<file path="src/rtl/clk_div_pkg.sv">
// clk_div_pkg: shared defaults and limits for the programmable clock divider.
package clk_div_pkg;
    localparam int DIV_W_DEF       = 16;
    localparam int DEFAULT_DIV_DEF = 8;
    localparam int MIN_DIV         = 2;
endpackage

</file>
<file path="src/rtl/prog_clk_divider_if.sv">
// prog_clk_divider_if: divisor load/enable/sync controls and divided outputs for all channels.
interface prog_clk_divider_if import clk_div_pkg::*; #(
    parameter int CHANNELS = 2,
    parameter int DIV_W    = DIV_W_DEF
);
    logic [CHANNELS*DIV_W-1:0] div_in;
    logic [CHANNELS-1:0]       div_load;
    logic [CHANNELS-1:0]       en;
    logic                      sync;
    logic [CHANNELS-1:0]       out;
    logic [CHANNELS-1:0]       tick;
    modport master (output div_in, div_load, en, sync, input out, tick);
    modport slave  (input div_in, div_load, en, sync, output out, tick);
endinterface

</file>
<file path="src/rtl/clk_div_channel.sv">
// clk_div_channel: one divider channel with glitch-free divisor update at period boundaries.
module clk_div_channel import clk_div_pkg::*; #(
    parameter int DIV_W       = DIV_W_DEF,
    parameter int DEFAULT_DIV = DEFAULT_DIV_DEF
) (
    input  logic             clk,
    input  logic             rst,
    input  logic             sync,
    input  logic [DIV_W-1:0] div_in,
    input  logic             div_load,
    input  logic             en,
    output logic             out,
    output logic             tick
);
    logic [DIV_W-1:0] cnt, d_act, d_shadow, d_eff, d_next;
    logic [DIV_W:0]   half;
    logic             wrap;

    always_comb begin
        d_eff  = (d_act < DIV_W'(MIN_DIV)) ? DIV_W'(MIN_DIV) : d_act;
        half   = ({1'b0, d_eff} + (DIV_W+1)'(1)) >> 1;
        d_next = div_load ? div_in : d_shadow;
        wrap   = cnt == d_eff - DIV_W'(1);
    end

    // d_act only moves at a period boundary, so a running waveform never glitches
    always_ff @(posedge clk) begin
        if (rst) begin
            cnt      <= '0;
            out      <= 1'b0;
            tick     <= 1'b0;
            d_act    <= DIV_W'(DEFAULT_DIV);
            d_shadow <= DIV_W'(DEFAULT_DIV);
        end else begin
            if (div_load) d_shadow <= div_in;
            if (!en) begin
                cnt   <= '0;
                out   <= 1'b0;
                tick  <= 1'b0;
                d_act <= d_next;
            end else if (sync) begin
                cnt   <= DIV_W'(1);
                out   <= 1'b1;
                tick  <= 1'b1;
                d_act <= d_next;
            end else begin
                out  <= {1'b0, cnt} < half;
                tick <= cnt == '0;
                cnt  <= wrap ? '0 : cnt + DIV_W'(1);
                if (wrap) d_act <= d_next;
            end
        end
    end
endmodule

</file>
<file path="src/rtl/prog_clk_divider.sv">
// prog_clk_divider: CHANNELS independent programmable clock dividers sharing one sync strobe.
module prog_clk_divider import clk_div_pkg::*; #(
    parameter int CHANNELS    = 2,
    parameter int DIV_W       = DIV_W_DEF,
    parameter int DEFAULT_DIV = DEFAULT_DIV_DEF
) (
    input logic               clk,
    input logic               rst,
    prog_clk_divider_if.slave bus
);
    for (genvar i = 0; i < CHANNELS; i++) begin : g_ch
        clk_div_channel #(.DIV_W(DIV_W), .DEFAULT_DIV(DEFAULT_DIV)) u_ch (
            .clk     (clk),
            .rst     (rst),
            .sync    (bus.sync),
            .div_in  (bus.div_in[i*DIV_W +: DIV_W]),
            .div_load(bus.div_load[i]),
            .en      (bus.en[i]),
            .out     (bus.out[i]),
            .tick    (bus.tick[i])
        );
    end
endmodule

</file>
<file path="src/flat_wrapper.sv">
// flat-port wrapper written by rule: the top's interface ports become plain ports
module prog_clk_divider_flat import clk_div_pkg::*;
#(
    parameter int CHANNELS    = 2,
    parameter int DIV_W       = DIV_W_DEF,
    parameter int DEFAULT_DIV = DEFAULT_DIV_DEF
)
  (clk, rst, bus_div_in, bus_div_load, bus_en, bus_sync, bus_out, bus_tick);
  prog_clk_divider_if #(.CHANNELS(CHANNELS), .DIV_W(DIV_W)) bus_i ();
  input logic clk;
  input logic rst;
  input wire logic [$bits(bus_i.div_in)-1:0] bus_div_in;
  input wire logic [$bits(bus_i.div_load)-1:0] bus_div_load;
  input wire logic [$bits(bus_i.en)-1:0] bus_en;
  input wire logic [$bits(bus_i.sync)-1:0] bus_sync;
  output wire logic [$bits(bus_i.out)-1:0] bus_out;
  output wire logic [$bits(bus_i.tick)-1:0] bus_tick;
  assign bus_i.div_in = bus_div_in;
  assign bus_i.div_load = bus_div_load;
  assign bus_i.en = bus_en;
  assign bus_i.sync = bus_sync;
  assign bus_out = bus_i.out;
  assign bus_tick = bus_i.tick;
  prog_clk_divider #(.CHANNELS(CHANNELS), .DIV_W(DIV_W), .DEFAULT_DIV(DEFAULT_DIV)) u_core (.clk(clk), .rst(rst), .bus(bus_i));
endmodule
</file>
<file path="config.mk">
export PLATFORM = sky130hd
export DESIGN_NAME = prog_clk_divider_flat
export DESIGN_NICKNAME = d
export VERILOG_FILES = /design/src/rtl/clk_div_pkg.sv /design/src/rtl/prog_clk_divider_if.sv /design/src/rtl/clk_div_channel.sv /design/src/rtl/prog_clk_divider.sv /design/src/flat_wrapper.sv
export SDC_FILE = /design/constraint.sdc
export NUM_CORES = 1
export LEC_CHECK = 0
export BUFFER_PORTS_ARGS = -buffer_cell sky130_fd_sc_hd__buf_2
export CAP_MARGIN = 20
export CORE_AREA = 3 3 104 116
export DETAILED_ROUTE_END_ITERATION = 10
export DIE_AREA = 0 0 107 119
export PLACE_DENSITY = 0.8
export SYNTH_ARGS = -nofsm -noshare
export SYNTH_HDL_FRONTEND = slang
export SYNTH_SLANG_ARGS = --single-unit
</file>
<file path="constraint.sdc">
create_clock -name clk -period 5.1 [get_ports clk]
set_clock_uncertainty 0.1 [all_clocks]
set_input_delay 1.02 -clock clk [delete_from_list [all_inputs] [get_ports clk]]
set_output_delay 1.02 -clock clk [all_outputs]
set_load 0.02 [all_outputs]
</file>
==> results of run 1 <==
-- kinds of logic (layout without fill, tap and decap cells) --
| logic type | after synthesis | after routing | share of synthesized area |
|---|---|---|---|
| mux | 65 | 65 | 0.107 |
| flops | 100 | 100 | 0.294 |
| fa+ha+maj | 38 | 38 | 0.0699 |
| xor+xnor | 89 | 89 | 0.117 |
| simple gates | 336 | 336 | 0.267 |
| compound gates | 88 | 88 | 0.0980 |
| buf+inv | 69 | 76 | 0.0469 |
-- registers in the layout, indices dropped and copies added, names as in the netlist --
register,count
u_core.g_ch.u_ch.cnt,32
u_core.g_ch.u_ch.d_act,32
u_core.g_ch.u_ch.d_shadow,32
u_core.g_ch.u_ch.out,2
u_core.g_ch.u_ch.tick,2
-- synthesized netlist by cell type, drive strengths merged, types with 29 or more instances --
library cell  number
dfxtp            100
nor2              76
nand2             48
xor2              47
nor3              46
xnor2             41
ha                38
clkbuf            36
mux2i             34
nor2b             34
mux2              31
nand3             29
-- path summary, 6_finish.rpt --
check / startpoint / end / slack [ns] / depth (start not counted)
setup / recovery: u_core.g_ch[0].u_ch.d_act[7] / u_core.g_ch[0].u_ch.d_act[5] / 0.67 / 13
hold / removal: u_core.g_ch[1].u_ch.d_shadow[2] / u_core.g_ch[1].u_ch.d_shadow[2] / 0.42 / 2
setup reg to reg: u_core.g_ch[0].u_ch.d_act[7] / u_core.g_ch[0].u_ch.d_act[5] / 0.67 / 13
hold reg to reg: u_core.g_ch[1].u_ch.d_shadow[2] / u_core.g_ch[1].u_ch.d_shadow[2] / 0.42 / 2
-- layout make-up --
cell class	instances	share of cell area
tap	147	0.0254
sequential	100	0.276
clock inverter	6	0.00794
inverter	14	0.00725
clock buffer	9	0.0311
multi-input combinational	616	0.618
timing repair buffer	47	0.0342
-- power groups by stage --
stage	registers [mW]	logic (mW)	clock network, mW
2_1_floorplan	0.847	0.295	0
3_3_place_gp	0.882	0.326	0
3_5_place_dp	0.883	0.335	0
4_1_cts	0.865	0.337	0.676
5_1_grt	0.872	0.374	0.701
6_report	0.867	0.338	0.661
-- worst min-delay path, stage by stage (launching register included) --
cell     delay, ns
dfxtp_1       0.31
mux2i_1       0.06
nor2_1        0.11
-- routing by layer --
| metal | vias up | share of wire | GRT usage |
|---|---|---|---|
| met1 | 2647 | 0.40 | 0.281 |
| met3 | 43 | 0.040 | 0.0374 |
| met5 | - | 0 | 0 |
| met4 | 0 | 0.039 | 0.119 |
| met2 | 141 | 0.52 | 0.457 |
| li1 | 2764 | - | - |
-- per-stage QoR --
stage	setup slack (ns)	utilization
finish	0.674	0.662
global route	0.373	0.662
CTS	0.667	0.662
detailed placement	0.701	0.636
global placement	0.799	0.636
floorplan	0.782	-
==> metrics.txt, run 1 <==
Peak VDD IR=0.152 mV; core box area=0.0110 mm^2; post-route minimum period=4.43 ns; fill cell count=902; area of the multi-input gates=0.00448 mm^2; largest cells by area after synthesis=dfxtp_1 (29%), ha_1 (7.0%), xor2_1 (6.1%); first-pass GRT wire length=25,900 um; status=finished clean; Root Driver=clkbuf_16; Crit path max-delay family=simple AND/OR/NAND/NOR gates; most frequent cells in the layout=dfxtp_1 (100), nor2_1 (76), nand2_1 (47), xor2_1 (47), nor3_1 (45); Cell Pwr Density=257 mW/mm^2; Int Power=1.31 mW; Setup CP Type=register to register; Via Count=5,595; Max Cap Viol=0; worst rel slew slack=0.441; Clock Path Buffers=2; router iterations before antenna repair=5; average wire per cell in the routed design=16.7 um; DR vias/cell=5.96; Routability Congestion=0.963; Sequential Power Share=0.464; clk_lat worst skew=0.36 ns; drt initial violations=328; Comb power frac=0.181; Reg clk slew, reported paths=0.07 ns; GRT Residual Overflow=0; switching component of the power=554 uW; Layout area overhead=6.58%; Post-synth EDFFs=0; post-CTS setup buffers=0; hold_ws=0.417 ns; design area=0.00725 mm^2; # DRC=0; WP data required=5.24 ns; Die H=119 um; die area=0.0127 mm^2; largest net degree at the start of global routing=58; vias in the first global route=5,391; share of layout cells above drive strength 1=0.143; Setup TNS=0 ns; most frequent CP cell=nand2_1; Post-layout nets=865; Tot GR Track Use=0.250; syn_nets=862; crit-path max FO=16; # H-tree levels=3; TritonCTS buffer count=9; placed inst area=0.00697 mm^2; Worst path slowest cell=a41oi_4; IO Port Bufs=42; crit end category=register; antenna violations before repair=0; worst slew pin tran=0.833 ns; switching part of the total=0.297; Startpoint Class=register; sequential area share after synthesis=0.294; post_cts resized=0; Final Hold Fails=0; fmax=0.226 GHz; post-synth cell types=70; Finished Layout Cells=939; RSZ-0062 raised after global routing=false; Cell Chain, Critical Path=or4_4 -> nor4_1 -> buf_4 -> nand2_1 -> nand2_1 -> ha_1 -> nor3b_1 -> nor4b_1 -> nand2_1 -> xnor2_1 -> a2111oi_4 -> a41oi_4 -> mux2_2; DP HPWL=11,800 um; commonest non-fill, non-tap cell in the layout=dfxtp_1; Tcrit/Tclk final=0.868; Sequential cell area=0.00200 mm^2; ys async rst share=0; Hold Path Class=register to register; # diodes=0; final WL=15,700 um; Slew Limit Fails=0; Syn Std Cell Area=0.00680 mm^2; Cells after Synth=785; Final Setup Violations=0; TritonCTS clock tree=built; Rows=40; LEAKAGE=3.02 nW; Power, Total=1.87 mW; Placed Instances=924; Critical path buffers and inverters=1; synthesized flop and latch total=100; Antenna Violating Nets Remaining=0; Main synth FF type=dfxtp_1; share of the synthesized area in the top cell type=0.294; Top Ports=43; initial cell density of the core=0.621; post-synth top area cell=dfxtp_1; clk sinks=100; CTS Hold Bufs=0; synthesized area per cell=8.67 um^2; Crit path largest cell delay=0.60 ns; Worst Path Arrival=4.56 ns; clock power share=0.354; Synth Warn #=0; die span in x=107 um
Power figures use the tool's default switching activity.
==> run 2: changes to the inputs <==
==> constraint.sdc (replaced) <==
create_clock -name clk -period 4.95 [get_ports clk]
set_clock_uncertainty 0.1 [all_clocks]
set_input_delay 0.99 -clock clk [delete_from_list [all_inputs] [get_ports clk]]
set_output_delay 0.99 -clock clk [all_outputs]
set_load 0.02 [all_outputs]
==> metrics.txt, run 2 (synthesis results as in run 1) <==
status=finished clean; Setup crit end=u_core.g_ch[0].u_ch.d_act[4]; Post-layout nets=865 (unchanged); Worst Path Arrival=4.61 ns (+0.05 ns); reg2reg end=u_core.g_ch[0].u_ch.d_act[4]; Crit path largest cell delay=0.60 ns (about the same); Antenna Violating Nets Remaining=0 (unchanged); Tot GR Track Use=0.255 (+0.00459); Startpoint Class=register; Placed Instances=924 (unchanged); clock power share=0.356 (+0.002); Cell Pwr Density=267 mW/mm^2 (+3.6%); first-pass GRT wire length=26,500 um (+2.2%); Min-Delay Startpoint=u_core.g_ch[0].u_ch.d_shadow[0]; design area=0.00725 mm^2 (about the same); router iterations before antenna repair=4 (-1); Peak VDD IR=0.180 mV (+18%); met3 Use GR=0.0341 (-0.00325); Int Power=1.35 mW (+3.0%); clk_lat worst skew=0.35 ns (about the same); die area=0.0127 mm^2 (unchanged); R2R Path Start=u_core.g_ch[0].u_ch.d_act[6]; TritonCTS clock tree=built; Max Cap Viol=0 (unchanged); leading registers by flop count=u_core.g_ch.u_ch.cnt x32, u_core.g_ch.u_ch.d_act x32, u_core.g_ch.u_ch.d_shadow x32; vias in the first global route=5,575 (+3.4%); Critical path buffers and inverters=1 (unchanged); Die H=119 um (unchanged); post_cts resized=0 (unchanged); crit end category=register; Reg clk slew, reported paths=0.08 ns (about the same); Crit path max-delay family=simple AND/OR/NAND/NOR gates; DP HPWL=12,000 um (+1.3%); antenna violations before repair=0 (unchanged); # H-tree levels=3 (unchanged); WP data required=5.09 ns (-0.15 ns); Tcrit/Tclk final=0.904 (+0.0358); switching component of the power=582 uW (+5.0%); Sequential Power Share=0.462 (-0.002); post-route minimum period=4.47 ns (+0.0469 ns); Root Driver=clkbuf_16; Final Setup Violations=0 (unchanged); LEAKAGE=3.02 nW (-0.10%); Clock Path Buffers=2 (unchanged); crit path from=u_core.g_ch[0].u_ch.d_act[6]; switching part of the total=0.301 (+0.00397); IO Port Bufs=42 (unchanged); largest net degree at the start of global routing=63 (+8.6%); GR peak layer=met2; most frequent CP cell=nand2_1; Comb power frac=0.181 (about the same); met1 Track Usage GR=0.296 (+0.0147); Setup CP Type=register to register; # diodes=0 (unchanged); worst slew pin tran=0.844 ns (+0.0118 ns); Layout area overhead=6.64% (about the same); commonest non-fill, non-tap cell in the layout=dfxtp_1; Sequential cell area=0.00200 mm^2 (unchanged); hold_ws=0.414 ns (-0.00316 ns); area of the multi-input gates=0.00448 mm^2 (unchanged); worst-case reg-to-reg path depth=13 (unchanged); TritonCTS buffer count=9 (unchanged); GRT Residual Overflow=0 (unchanged); Cell Chain, Critical Path=or4_4 -> nor4_1 -> buf_4 -> nand2_1 -> nand2_1 -> ha_1 -> nor3b_1 -> nor4b_1 -> nand2_1 -> xnor2_1 -> a2111oi_4 -> a41oi_4 -> mux2_2; Top Ports=43 (unchanged); fill cell count=897 (-0.55%); placed inst area=0.00697 mm^2 (unchanged); core box area=0.0110 mm^2 (unchanged); Via Count=5,612 (+0.30%); Slew Limit Fails=0 (unchanged); fmax=0.224 GHz (-1.0%); post-CTS setup buffers=0 (unchanged); CTS Hold Bufs=0 (unchanged); r2r setup slk=0.48 ns (-0.20 ns); final WL=15,800 um (+0.98%); share of layout cells above drive strength 1=0.143 (unchanged); Final Hold Fails=0 (unchanged); worst rel slew slack=0.433 (-0.00795); DR vias/cell=5.98 (+0.30%); Worst path slowest cell=or4_4; drt initial violations=246 (-25%); # DRC=0 (unchanged); Crit path depth=13 (unchanged); clk sinks=100 (unchanged); most frequent cells in the layout=dfxtp_1 (100), nor2_1 (76), nand2_1 (47), xor2_1 (47), nor3_1 (45); initial cell density of the core=0.621 (unchanged); average wire per cell in the routed design=16.8 um (+0.98%); die span in x=107 um (unchanged); RSZ-0062 raised after global routing=false; Hold Path Class=register to register; Finished Layout Cells=939 (unchanged); Rows=40 (unchanged); crit-path max FO=16 (unchanged); Power, Total=1.93 mW (+3.6%); GRT met2 Usage=0.455 (-0.00236); Routability Congestion=0.967 (+0.39%); Setup TNS=0 ns (unchanged)
[run 2: cell count changes in the layout (fill, tap and decap cells not counted)]
| cell | delta |
|---|---|
| clkinv_4 | -1 |
| clkinv_8 | +1 |
| clkinvlp_4 | +1 |
| inv_8 | -1 |
[run 2: metal layers]
metal,vias to the layer above,wire length (um)
met3,49,583
met5,-,0
met1,2652,6430
met4,0,612
li1,2760,-
met2,151,8190
[run 2: how the worst min path moves through the flow]
stage	slack, ns	cells past startpoint	to
after floorplan	0.36	2	u_core.g_ch[0].u_ch.d_shadow[14]
after global placement	0.38	2	u_core.g_ch[1].u_ch.d_shadow[2]
after detailed placement	0.40	2	u_core.g_ch[1].u_ch.d_shadow[0]
after CTS	0.41	2	u_core.g_ch[1].u_ch.d_shadow[0]
after global routing	0.44	2	u_core.g_ch[1].u_ch.d_shadow[0]
final	0.41	2	u_core.g_ch[0].u_ch.d_shadow[0]
[run 2: cell type report]
type,count,area share
multi-input cells,616,0.618
repair buffers,47,0.0341
clock buffers,9,0.0310
well taps,147,0.0254
inverters,14,0.00724
flip-flops and latches,100,0.276
clock inverters,6,0.00845
[run 2: through the flow]
step / setup slack [ns] / util
after floorplan: 0.632 / -
after global routing: 0.238 / 0.662
final: 0.477 / 0.662
after detailed placement: 0.548 / 0.636
after CTS: 0.529 / 0.662
after global placement: 0.652 / 0.636
[run 2: power groups by stage]
stage	registers (mW)	logic, mW	clock network (mW)
2_1_floorplan	0.873	0.303	0
3_3_place_gp	0.909	0.335	0
3_5_place_dp	0.911	0.346	0
4_1_cts	0.892	0.349	0.698
5_1_grt	0.899	0.388	0.727
6_report	0.894	0.350	0.689
[run 2: worst reg2reg max path, stage by stage, from the launching register on]
cell and delay, ns:
dfxtp_1 0.40, or4_4 0.60, nor4_1 0.28, buf_4 0.17, nand2_1 0.13, nand2_1 0.13, ha_1 0.21, nor3b_1 0.24
nor4b_1 0.49, nand2_1 0.13, xnor2_1 0.33, a2111oi_4 0.11, a41oi_4 0.60, mux2_2 0.41
==> run 3: changes to the inputs <==
==> constraint.sdc (replaced) <==
create_clock -name clk -period 4.6 [get_ports clk]
set_clock_uncertainty 0.1 [all_clocks]
set_input_delay 0.92 -clock clk [delete_from_list [all_inputs] [get_ports clk]]
set_output_delay 0.92 -clock clk [all_outputs]
set_load 0.02 [all_outputs]
==> metrics.txt, run 3 (synthesis results as in run 1) <==
status=finished clean; Worst Path Arrival=4.35 ns (-0.26 ns); DR vias/cell=6.00 (+0.43%); Root Driver=clkbuf_16; initial cell density of the core=0.621 (unchanged); Max Cap Viol=0 (unchanged); crit-path max FO=10 (-6); IO Port Bufs=42 (unchanged); # diodes=0 (unchanged); crit end category=register; fmax=0.237 GHz (+6.2%); Hold Path Class=register to register; die span in x=107 um (unchanged); Peak VDD IR=0.204 mV (+13%); TritonCTS buffer count=9 (unchanged); post-route minimum period=4.21 ns (-0.262 ns); final WL=16,400 um (+3.4%); # H-tree levels=3 (unchanged); Cell Pwr Density=285 mW/mm^2 (+6.8%); antenna violations before repair=0 (unchanged); Top Ports=43 (unchanged); Tcrit/Tclk final=0.915 (+0.0118); worst slew pin tran=0.656 ns (-0.189 ns); GR peak layer=met2; Final Hold Fails=0 (unchanged); DP HPWL=12,200 um (+1.8%); Tot GR Track Use=0.258 (+0.00346); LEAKAGE=3.07 nW (+1.8%); Post-layout nets=875 (+1.2%); RSZ-0062 raised after global routing=false; Finished Layout Cells=950 (+1.2%); # DRC=0 (unchanged); Die H=119 um (unchanged); Placed Instances=932 (+0.87%); router iterations before antenna repair=5 (+1); die area=0.0127 mm^2 (unchanged); core box area=0.0110 mm^2 (unchanged); most frequent cells in the layout=dfxtp_1 (100), nor2_1 (76), nand2_1 (47), xor2_1 (47), nor3_1 (45); vias in the first global route=5,544 (-0.56%); Power, Total=2.09 mW (+8.2%); Clock Path Buffers=2 (unchanged); commonest non-fill, non-tap cell in the layout=dfxtp_1; met1 Track Usage GR=0.297 (+0.00122); Startpoint Class=register; utilization of the core after routing=0.671 (+0.00868); Antenna Violating Nets Remaining=0 (unchanged); Slew Limit Fails=0 (unchanged); largest net degree at the start of global routing=61 (-3.2%); leading registers by flop count=u_core.g_ch.u_ch.cnt x32, u_core.g_ch.u_ch.d_act x32, u_core.g_ch.u_ch.d_shadow x32; worst rel slew slack=0.560 (+0.127); clk sinks=100 (unchanged); fill cell count=892 (-0.56%); Via Count=5,702 (+1.6%); share of layout cells above drive strength 1=0.154 (+0.0117); Routability Congestion=0.982 (+1.5%); average wire per cell in the routed design=17.2 um (+2.2%); Setup TNS=0 ns (unchanged); GRT Residual Overflow=0 (unchanged); Setup CP Type=register to register; first-pass GRT wire length=26,800 um (+1.3%); Final Setup Violations=0 (unchanged); GRT met2 Usage=0.469 (+0.0142); Reg clk slew, reported paths=0.07 ns (about the same); drt initial violations=300 (+22%); Layout area overhead=8.04%; clk_lat worst skew=0.35 ns (about the same); WP data required=4.74 ns (-0.35 ns); met3 Use GR=0.0369 (+0.00271); Rows=40 (unchanged); TritonCTS clock tree=built
## run 3: metrics by stage
| stage | area, um^2 | setup slack, ns | hold WS, ns |
|---|---|---|---|
| global placement | 7030 | 0.292 | 0.381 |
| global route | 7350 | 0.152 | 0.447 |
| floorplan | 6800 | 0.282 | 0.362 |
| finish | 7350 | 0.389 | 0.409 |
| CTS | 7320 | 0.0520 | 0.411 |
| detailed placement | 7030 | 0.0712 | 0.394 |
## run 3: worst max-delay path: stages, from the launching register on
cell       delay (ns)
dfxtp_1          0.40
or4_4            0.60
nor4_1           0.42
nand2_1          0.17
nand2_1          0.11
ha_1             0.21
nor3b_2          0.29
nor4b_1          0.40
nand2_1          0.12
xnor2_1          0.19
a2111oi_4        0.41
a41oi_4          0.18
buf_4            0.21
mux2_2           0.28
## run 3: worst paths after layout
| check | slack, ns | end | startpoint | cells past startpoint |
|---|---|---|---|---|
| setup / recovery | 0.39 | u_core.g_ch[0].u_ch.d_act[2] | u_core.g_ch[0].u_ch.d_act[6] | 13 |
| hold / removal | 0.41 | u_core.g_ch[1].u_ch.d_shadow[2] | u_core.g_ch[1].u_ch.d_shadow[2] | 2 |
| setup reg to reg | 0.39 | u_core.g_ch[0].u_ch.d_act[2] | u_core.g_ch[0].u_ch.d_act[6] | 13 |
| hold reg to reg | 0.41 | u_core.g_ch[1].u_ch.d_shadow[2] | u_core.g_ch[1].u_ch.d_shadow[2] | 2 |
## run 3: metal layers
metal,wire (um),up-vias
met5,0,-
met4,613,0
met3,638,49
met2,8510,148
met1,6600,2724
li1,-,2781
## run 3: area by class of cell
cell class / count / area (um^2) / area share
Multi-Input combinational cell: 616 / 4490 / 0.610
Sequential cell: 100 / 2000 / 0.272
Timing Repair Buffer: 57 / 335 / 0.0456
Clock buffer: 10 / 229 / 0.0312
Tap cell: 147 / 184 / 0.0250
Clock inverter: 6 / 60.1 / 0.00817
Inverter: 14 / 52.6 / 0.00715
## run 3: what timing repair did
action | 4_1_cts | 5_1_grt
hold buffers | 0 | 0
resized for setup | 0 | 1
setup endpoints to repair | 0 | 16
setup buffers | 0 | 2
## run 3: report_power, final
part	internal, mW	switching [mW]	total [mW]
Combinational	0.181	0.209	0.390
Sequential	0.904	0.0536	0.958
Clock	0.378	0.367	0.745
Total	1.46	0.630	2.09
